**src/rtl/ctl_frame_pkg.sv**
```systemverilog
// rtl/ctl_frame_pkg.sv - status frame constants, flag layout and FSM encoding
// Shared with the Xilinx-side receiver, so field positions here are part of the link format.
package ctl_frame_pkg;

  localparam logic [7:0]  SYNC_BYTE_DEF = 8'hA5;
  localparam int unsigned FRAME_LEN     = 6;

  localparam int unsigned FLG_ACK_ERR   = 0;
  localparam int unsigned FLG_OVERRUN   = 1;
  localparam int unsigned FLG_STALE     = 2;
  localparam int unsigned FLG_W         = 3;

  typedef enum logic [2:0] {
    IDLE,
    LOAD,
    ARM,
    HOLD,
    DRAIN
  } frame_state_e;

  // Byte order on the wire: sync, seq, port0, port1, flags, checksum.
  function automatic logic [7:0] frame_byte(
    input logic [2:0]       idx,
    input logic [7:0]       sync_b,
    input logic [7:0]       seq,
    input logic [7:0]       p0,
    input logic [7:0]       p1,
    input logic [FLG_W-1:0] flags,
    input logic [7:0]       chk
  );
    logic [7:0] b;
    case (idx)
      3'd0:    b = sync_b;
      3'd1:    b = seq;
      3'd2:    b = p0;
      3'd3:    b = p1;
      3'd4:    b = {{(8-FLG_W){1'b0}}, flags};
      default: b = chk;
    endcase
    return b;
  endfunction

endpackage

```
**src/rtl/ctl_status_framer.sv**
```systemverilog
// rtl/ctl_status_framer.sv - packs expander port snapshots into 6-byte status frames for uart_tx
// Holds one pending sample, sends heartbeat re-sends when the poller goes quiet.
module ctl_status_framer
  import ctl_frame_pkg::*;
#(
  parameter logic [7:0]  SYNC_BYTE        = SYNC_BYTE_DEF,
  parameter int unsigned HEARTBEAT_CYCLES = 4800000,
  parameter int unsigned CNT_W            = 23
) (
  input  logic       clk48,
  input  logic       reset,
  input  logic       sample_valid,
  input  logic [7:0] sample_port0,
  input  logic [7:0] sample_port1,
  input  logic       i2c_ack_error,
  input  logic       tx_ready,
  output logic [7:0] tx_data,
  output logic       tx_send,
  output logic       frame_busy
);

  localparam logic [2:0]       LAST_IDX = 3'(FRAME_LEN - 1);
  localparam bit               HB_EN    = (HEARTBEAT_CYCLES != 0);
  localparam logic [CNT_W-1:0] HB_LAST  = HB_EN ? CNT_W'(HEARTBEAT_CYCLES - 1) : '0;

  frame_state_e     state_q, state_d;
  logic [2:0]       idx_q, idx_d;
  logic [7:0]       chk_q, chk_d;
  logic [7:0]       seq_q, seq_d;
  logic             pending_q, pending_d;
  logic [FLG_W-1:0] flags_q, flags_d;
  logic [7:0]       last_p0_q, last_p0_d;
  logic [7:0]       last_p1_q, last_p1_d;
  logic [7:0]       fr_seq_q, fr_seq_d;
  logic [7:0]       fr_p0_q, fr_p0_d;
  logic [7:0]       fr_p1_q, fr_p1_d;
  logic [FLG_W-1:0] fr_flags_q, fr_flags_d;
  logic [7:0]       tx_data_q, tx_data_d;
  logic             tx_send_q, tx_send_d;
  logic             busy_q, busy_d;
  logic [CNT_W-1:0] hb_cnt_q, hb_cnt_d;

  logic [7:0]       cur_byte;
  logic             hb_fire;

  assign cur_byte = frame_byte(idx_q, SYNC_BYTE, fr_seq_q, fr_p0_q, fr_p1_q, fr_flags_q, chk_q);

  // A real sample in the same cycle always beats a heartbeat re-send.
  assign hb_fire = HB_EN && (state_q == IDLE) && !pending_q && !sample_valid &&
                   (hb_cnt_q == HB_LAST);

  always_comb begin
    state_d    = state_q;
    idx_d      = idx_q;
    chk_d      = chk_q;
    seq_d      = seq_q;
    pending_d  = pending_q;
    flags_d    = flags_q;
    last_p0_d  = last_p0_q;
    last_p1_d  = last_p1_q;
    fr_seq_d   = fr_seq_q;
    fr_p0_d    = fr_p0_q;
    fr_p1_d    = fr_p1_q;
    fr_flags_d = fr_flags_q;
    tx_data_d  = tx_data_q;
    tx_send_d  = tx_send_q;
    busy_d     = busy_q;
    hb_cnt_d   = hb_cnt_q;

    if (sample_valid) begin
      last_p0_d = sample_port0;
      last_p1_d = sample_port1;
      pending_d = 1'b1;
      if (pending_q && (state_q != LOAD)) begin
        flags_d[FLG_OVERRUN] = 1'b1;
      end
    end
    if (i2c_ack_error) begin
      flags_d[FLG_ACK_ERR] = 1'b1;
    end
    if (hb_fire) begin
      pending_d          = 1'b1;
      flags_d[FLG_STALE] = 1'b1;
    end

    // Counter only advances while idle, so the heartbeat period excludes frame time.
    if (!HB_EN || sample_valid || (state_q == LOAD)) begin
      hb_cnt_d = '0;
    end else if ((state_q == IDLE) && (hb_cnt_q != HB_LAST)) begin
      hb_cnt_d = hb_cnt_q + CNT_W'(1);
    end

    case (state_q)
      IDLE: begin
        if (pending_q || sample_valid || hb_fire) begin
          state_d = LOAD;
        end
      end
      LOAD: begin
        fr_seq_d   = seq_q;
        fr_p0_d    = last_p0_q;
        fr_p1_d    = last_p1_q;
        fr_flags_d = flags_q;
        pending_d  = sample_valid;
        flags_d    = '0;
        flags_d[FLG_ACK_ERR] = i2c_ack_error;
        idx_d      = 3'd0;
        busy_d     = 1'b1;
        // Issue the sync byte straight from LOAD when the UART is idle.
        if (tx_ready) begin
          tx_data_d = SYNC_BYTE;
          tx_send_d = 1'b1;
          chk_d     = SYNC_BYTE;
          state_d   = HOLD;
        end else begin
          chk_d   = 8'h00;
          state_d = ARM;
        end
      end
      ARM: begin
        if (tx_ready) begin
          tx_data_d = cur_byte;
          tx_send_d = 1'b1;
          chk_d     = chk_q ^ cur_byte;
          state_d   = HOLD;
        end
      end
      HOLD: begin
        if (!tx_ready) begin
          tx_send_d = 1'b0;
          state_d   = DRAIN;
        end
      end
      DRAIN: begin
        if (tx_ready) begin
          if (idx_q == LAST_IDX) begin
            seq_d   = seq_q + 8'd1;
            busy_d  = 1'b0;
            state_d = IDLE;
          end else begin
            idx_d   = idx_q + 3'd1;
            state_d = ARM;
          end
        end
      end
      default: begin
        state_d = IDLE;
      end
    endcase
  end

  always_ff @(posedge clk48 or posedge reset) begin
    if (reset) begin
      state_q    <= IDLE;
      idx_q      <= 3'd0;
      chk_q      <= 8'h00;
      seq_q      <= 8'h00;
      pending_q  <= 1'b0;
      flags_q    <= '0;
      last_p0_q  <= 8'h00;
      last_p1_q  <= 8'h00;
      fr_seq_q   <= 8'h00;
      fr_p0_q    <= 8'h00;
      fr_p1_q    <= 8'h00;
      fr_flags_q <= '0;
      tx_data_q  <= 8'h00;
      tx_send_q  <= 1'b0;
      busy_q     <= 1'b0;
      hb_cnt_q   <= '0;
    end else begin
      state_q    <= state_d;
      idx_q      <= idx_d;
      chk_q      <= chk_d;
      seq_q      <= seq_d;
      pending_q  <= pending_d;
      flags_q    <= flags_d;
      last_p0_q  <= last_p0_d;
      last_p1_q  <= last_p1_d;
      fr_seq_q   <= fr_seq_d;
      fr_p0_q    <= fr_p0_d;
      fr_p1_q    <= fr_p1_d;
      fr_flags_q <= fr_flags_d;
      tx_data_q  <= tx_data_d;
      tx_send_q  <= tx_send_d;
      busy_q     <= busy_d;
      hb_cnt_q   <= hb_cnt_d;
    end
  end

  assign tx_data    = tx_data_q;
  assign tx_send    = tx_send_q;
  assign frame_busy = busy_q;

endmodule
```
**config.mk**
```make
export PLATFORM = sky130hd
export DESIGN_NAME = ctl_status_framer
export DESIGN_NICKNAME = d
export VERILOG_FILES = /design/src/rtl/ctl_frame_pkg.sv /design/src/rtl/ctl_status_framer.sv
export SDC_FILE = /design/constraint.sdc
export NUM_CORES = 1
export LEC_CHECK = 0
export CAP_MARGIN = 10
export CORE_ASPECT_RATIO = 2
export CORE_UTILIZATION = 44
export CTS_CLUSTER_SIZE = 14
export DETAILED_ROUTE_END_ITERATION = 10
export PLACE_DENSITY_LB_ADDON = 0.15
export SYNTH_ARGS = -nofsm -noshare
export SYNTH_HDL_FRONTEND = slang
export SYNTH_SLANG_ARGS = --single-unit
```
**constraint.sdc**
```tcl
create_clock -name clk48 -period 9.8 [get_ports clk48]
set_clock_uncertainty 0.15 [all_clocks]
set_input_delay 2.94 -clock clk48 [delete_from_list [all_inputs] [get_ports clk48]]
set_output_delay 2.94 -clock clk48 [all_outputs]
set_load 0.03 [all_outputs]
```
======== Word-level counts from Yosys, hierarchy flattened ========
Cells that the tools add are included.
cells by class
  reductions and logical operators ........ 30
  bitwise logic cells ..................... 1
  add/sub/neg operators ................... 3
  multiplexer cells ....................... 33
  eq/ne operators ......................... 20
operators by type and width
  operator                 count
  $mux W23                 2
  $pmux W8 S5              1
  $mux W8                  4
  $pmux W8 S2              2
  $add A23 B1 Y23 const B  1
  $eq A23 B23 Y1 const B   1
  $ne A23 B23 Y1 const B   1
  $mux W3                  7
  $reduce_bool A2 Y1       8
  $pmux W3 S5              1
  $reduce_and A3 Y1        5
  $eq A3 B2 Y1 const B     4
  $mux W1                  12
  $ne A2 B2 Y1 const B     6
  $eq A3 B3 Y1 const B     3
  $add A8 B1 Y8 const B    1
  $xor A8 B8 Y8            1
  $eq A3 B1 Y1 const B     2
  $logic_not A3 Y1         2
  $pmux W3 S2              1
  $logic_and A1 B1 Y1      5
  $ne A2 B1 Y1 const B     2
  $pmux W1 S2              2
  $reduce_and A2 Y1        2
  other kinds (8)          11
word-level totals
  register bits after elaboration ......... 102
  input bits .............................. 21

======== Depth between registers and ports, before layout ========
  depth after elaboration ................. 7
  depth in mapped cells ................... 8

======== Worst setup path after synthesis ========
No wires, ideal clock.
  path kind ............................... input -> register
  from .................................... input sample_valid
  to ...................................... register hb_cnt_q[4]
  setup time .............................. 67 ps
  stages on the path ...................... 4
  data arrival time ....................... 3869 ps
  setup slack ............................. 5714 ps
  path through ............................ or2_1 buf_2 or4_1 nand2_1
between the ends
  word-level cells in the longest chain between the ends .. 2
  elaborated cells on any way between the ends .. 3
  those cells by class .................... 1 x mux; 2 x reduce/logical
RTL lines
  item                                                   line                      RTL
  start, declared                                        ctl_status_framer.sv:12   input logic sample_valid,
  $logic_or A1 B1 Y1 *                                   ctl_status_framer.sv:87   if (!HB_EN || sample_valid || (state_q == LOAD)) begin
  $mux W23 / $reduce_bool A2 Y1 (equally long branches)  --
  end signal, assigned                                   ctl_status_framer.sv:186  hb_cnt_q <= hb_cnt_d;
  end, declared                                          ctl_status_framer.sv:41   logic [CNT_W-1:0] hb_cnt_q, hb_cnt_d;
Every way passes the cells marked *; elsewhere a longest branch is shown, timed or not.
A chain may end at the register's enable or synchronous reset.

======== Final worst setup path ========
  from .................................... input sample_valid
  to ...................................... register hb_cnt_q[14]
The elaborated chain is that of the path after synthesis.

==> flow_summary.toml <==
[status]
status = "finished, final reports clean"

[synthesis]
syn_nets = 527
avgSynthCellArea_sq_um = 9.70
synth.top_cell.area_share_pct = 52.7
synthCells = 499
synth_edf_count = 0
yosys_warnings = 0
ys_types = 59
synth_largest_area_cell = "dfrtp_1"
syn_area_sq_um = 4840
ys_async_sr_fraction_pct = 100
ys_ff_latch = 102
synth.area.top_cells = "dfrtp_1 (53%), nand2_1 (9.5%), mux2_2 (4.0%), nor2_1 (2.9%), o21ai_0 (2.3%)"
ys.flop_type = "dfrtp_1"
ys_seq_area_share_pct = 52.7

[power]
powerDensity_nw_per_um2 = 238
pwr-share-comb_pct = 29.2
clock_power_share_pct = 26.2
internal-power_w = 0.000824
swShare_pct = 37.3
irDropWorstVdd_uv = 117
pwr-share-seq_pct = 44.5
power.total_w = 0.00131
p_switching_w = 0.000490
leakage_nw = 2.38

[job]
drv_cap = 0

[route]
remaining_drc_errors = 0
routed_wirelength_um = 11400
wire_per_inst_um = 17.2
vias = 3702
vias_per_cell = 5.58
ant_nets = 0
drt_iter0_drc = 166
first_pass_iters = 4

[clock_network]
cts_tree = "done"
cts_max_level = 3
cts_setup_buffers = 0
ctsResizeCount = 0
clkTransAtPathRegs_ns = 0.07
cts_hold_buffers = 0
clk_latency_ns = 0.35
cts_buffer_depth = 2
cts_made_buffers = 9
root_buffer = "clkbuf_16"
numClockSinks = 102

[die]
die_area_sq_um = 11500
core-area_sq_um = 10600
die_w_um = 76.2
die_y_um = 150
floorplan.rows = 53
initial_core_util_pct = 45.6
pin_count = 31

[worst_setup_path]
worstPathCellList = "clkdlybuf4s50_1 > or2_1 > or4_1 > nand2_1"
crit_buf_inv = 1
path_class = "in2reg"
worstPathRequired_ns = 9.94
cp_slowest_stage_delay_ns = 0.92
crit_family = "simple AND/OR/NAND/NOR gates"
end_kind = "register"
slowest_stage = "clkdlybuf4s50_1"
cp.arrival_ns = 5.27
critPathMaxFanout = 22
critPathLaunchType = "input port"

[final_layout]
num_antenna_cells = 0
nets = 549
drive_gt1_share_pct = 9.32
areaGrowthSynthToFinish_pct = 14.0
post-route-util_pct = 52.0
design_area_sq_um = 5520

[global_routing]
antenna_found_initial = 0
grt_pass1_vias = 4023
grt.total_usage_pct = 21.5
grt-ovfl-total = 0
grt_pass1_wl_um = 19000
grt_max_degree = 78

[timing]
fmax_ghz = 0.195
finalSetupTns_ns = 0
final.period_utilization_pct = 52.4
drv_slew = 0
hold_viol = 0
timing.final.crit_period_ns = 5.14
slew_headroom_pct = 21.3
tightest_slew_ns = 1.18
setup_viol = 0
rsz0062_at_grt = "no"

[place]
io_buffer_count = 30
dpl_cell_area_sq_um = 5240
dp_hpwl_um = 8060
place_congestion = 0.860

[min_path]
hold_class = "reg2reg"
-- routing by layer --
layer	part of all wire, %	track usage, %
met5	0	0
met4	5.6	15.0
met3	1.9	3.27
met2	54	39.9
met1	38	22.0
-- sequential cells by signal, summed over array words and instances (netlist names) --
| signal | count |
|---|---|
| hb_cnt_q | 23 |
| chk_q | 8 |
| fr_p0_q | 8 |
| fr_p1_q | 8 |
| fr_seq_q | 8 |
| last_p0_q | 8 |
| last_p1_q | 8 |
| seq_q | 8 |
| tx_data | 8 |
| flags_q | 3 |
| fr_flags_q | 3 |
| idx_q | 3 |
| state_q | 3 |
| frame_busy | 1 |
| pending_q | 1 |
| tx_send | 1 |
-- final timing paths --
path                            slack [ns]  depth (start not counted)         start      endpoint
worst min register to register        0.32                          2  last_p1_q[0]    fr_p1_q[0]
max in group asynchronous             5.45                          3         reset      chk_q[0]
worst max-delay path                  4.66                          4  sample_valid  hb_cnt_q[14]
min in group asynchronous             2.76                          2         reset   hb_cnt_q[3]
worst min-delay path                  0.32                          2  last_p1_q[0]    fr_p1_q[0]
worst max register to register        7.06                          7      idx_q[1]      chk_q[1]
-- cell type report --
cell class | count | area (sq um)
clock buffer | 9 | 225
timing repair buffer | 33 | 323
sequential | 102 | 2550
clock inverter | 7 | 57.6
tap | 137 | 171
inverter | 7 | 28.8
fill | 1029 | 5090
multi-input combinational | 368 | 2160
-- cells in the final DEF, fill, tap and decap left out, drive strengths merged, types with 8 or more instances in the layout --
master / instances
nand2: 123
dfrtp: 102
nor2: 39
clkdlybuf4s50: 30
o21ai: 24
nand3: 20
mux2: 17
a21oi: 13
nand4: 12
xor2: 9
xnor2: 9
clkbuf: 9
inv: 9
o31ai: 8
-- through the flow --
stage	instances	hold WS [ns]	setup slack, ns
final	663	0.318	4.66
after global placement	647	0.302	4.26
after CTS	663	0.317	4.60
after global routing	663	0.349	4.48
after detailed placement	647	0.297	4.22
after floorplan	499	0.285	4.03
-- synthesized netlist by cell type, types with 3 or more instances --
master	number
o31ai_1	8
dfrtp_1	102
or3_1	4
and2_1	4
nor4b_1	4
a21oi_1	13
o22ai_1	3
nor3_1	4
o21ai_0	22
and3_1	4
xnor2_1	9
xor2_1	9
nand3_1	20
inv_1	7
a21o_1	4
mux2_2	17
nor2b_1	4
nor2_1	37
buf_2	4
clkbuf_1	14
a222oi_1	3
o211ai_1	4
mux2i_1	3
nor4_1	7
nand2_1	123
or4_1	7
ha_1	7
nand4_1	11
-- worst register-to-register path, stage by stage (launching register included) --
cell       delay (ns)
dfrtp_1          0.42
inv_1            0.09
ha_1             0.27
nor3_1           0.10
o21bai_1         0.91
o2111ai_1        0.28
nand3_1          0.25
mux2i_1          0.20
-- power groups by stage --
stage	clock, W	sequential, W	combinational [W]
5_1_grt	0.000367	0.000595	0.000431
4_1_cts	0.000350	0.000586	0.000391
6_report	0.000345	0.000585	0.000384
2_1_floorplan	0	0.000583	0.000267
3_5_place_dp	0	0.000593	0.000389
3_3_place_gp	0	0.000591	0.000380
-- logic make-up after synthesis --
| logic type | share of synthesized area (%) |
|---|---|
| flip-flops | 52.7 |
| AND/OR/NAND/NOR | 24.4 |
| adder cells (fa/ha/maj) | 1.81 |
| AO/OA/AOI/OAI | 10.5 |
| multiplexers | 4.57 |
| buffers and inverters | 2.74 |
| XOR/XNOR | 3.26 |
Power figures use the tool's default switching activity.
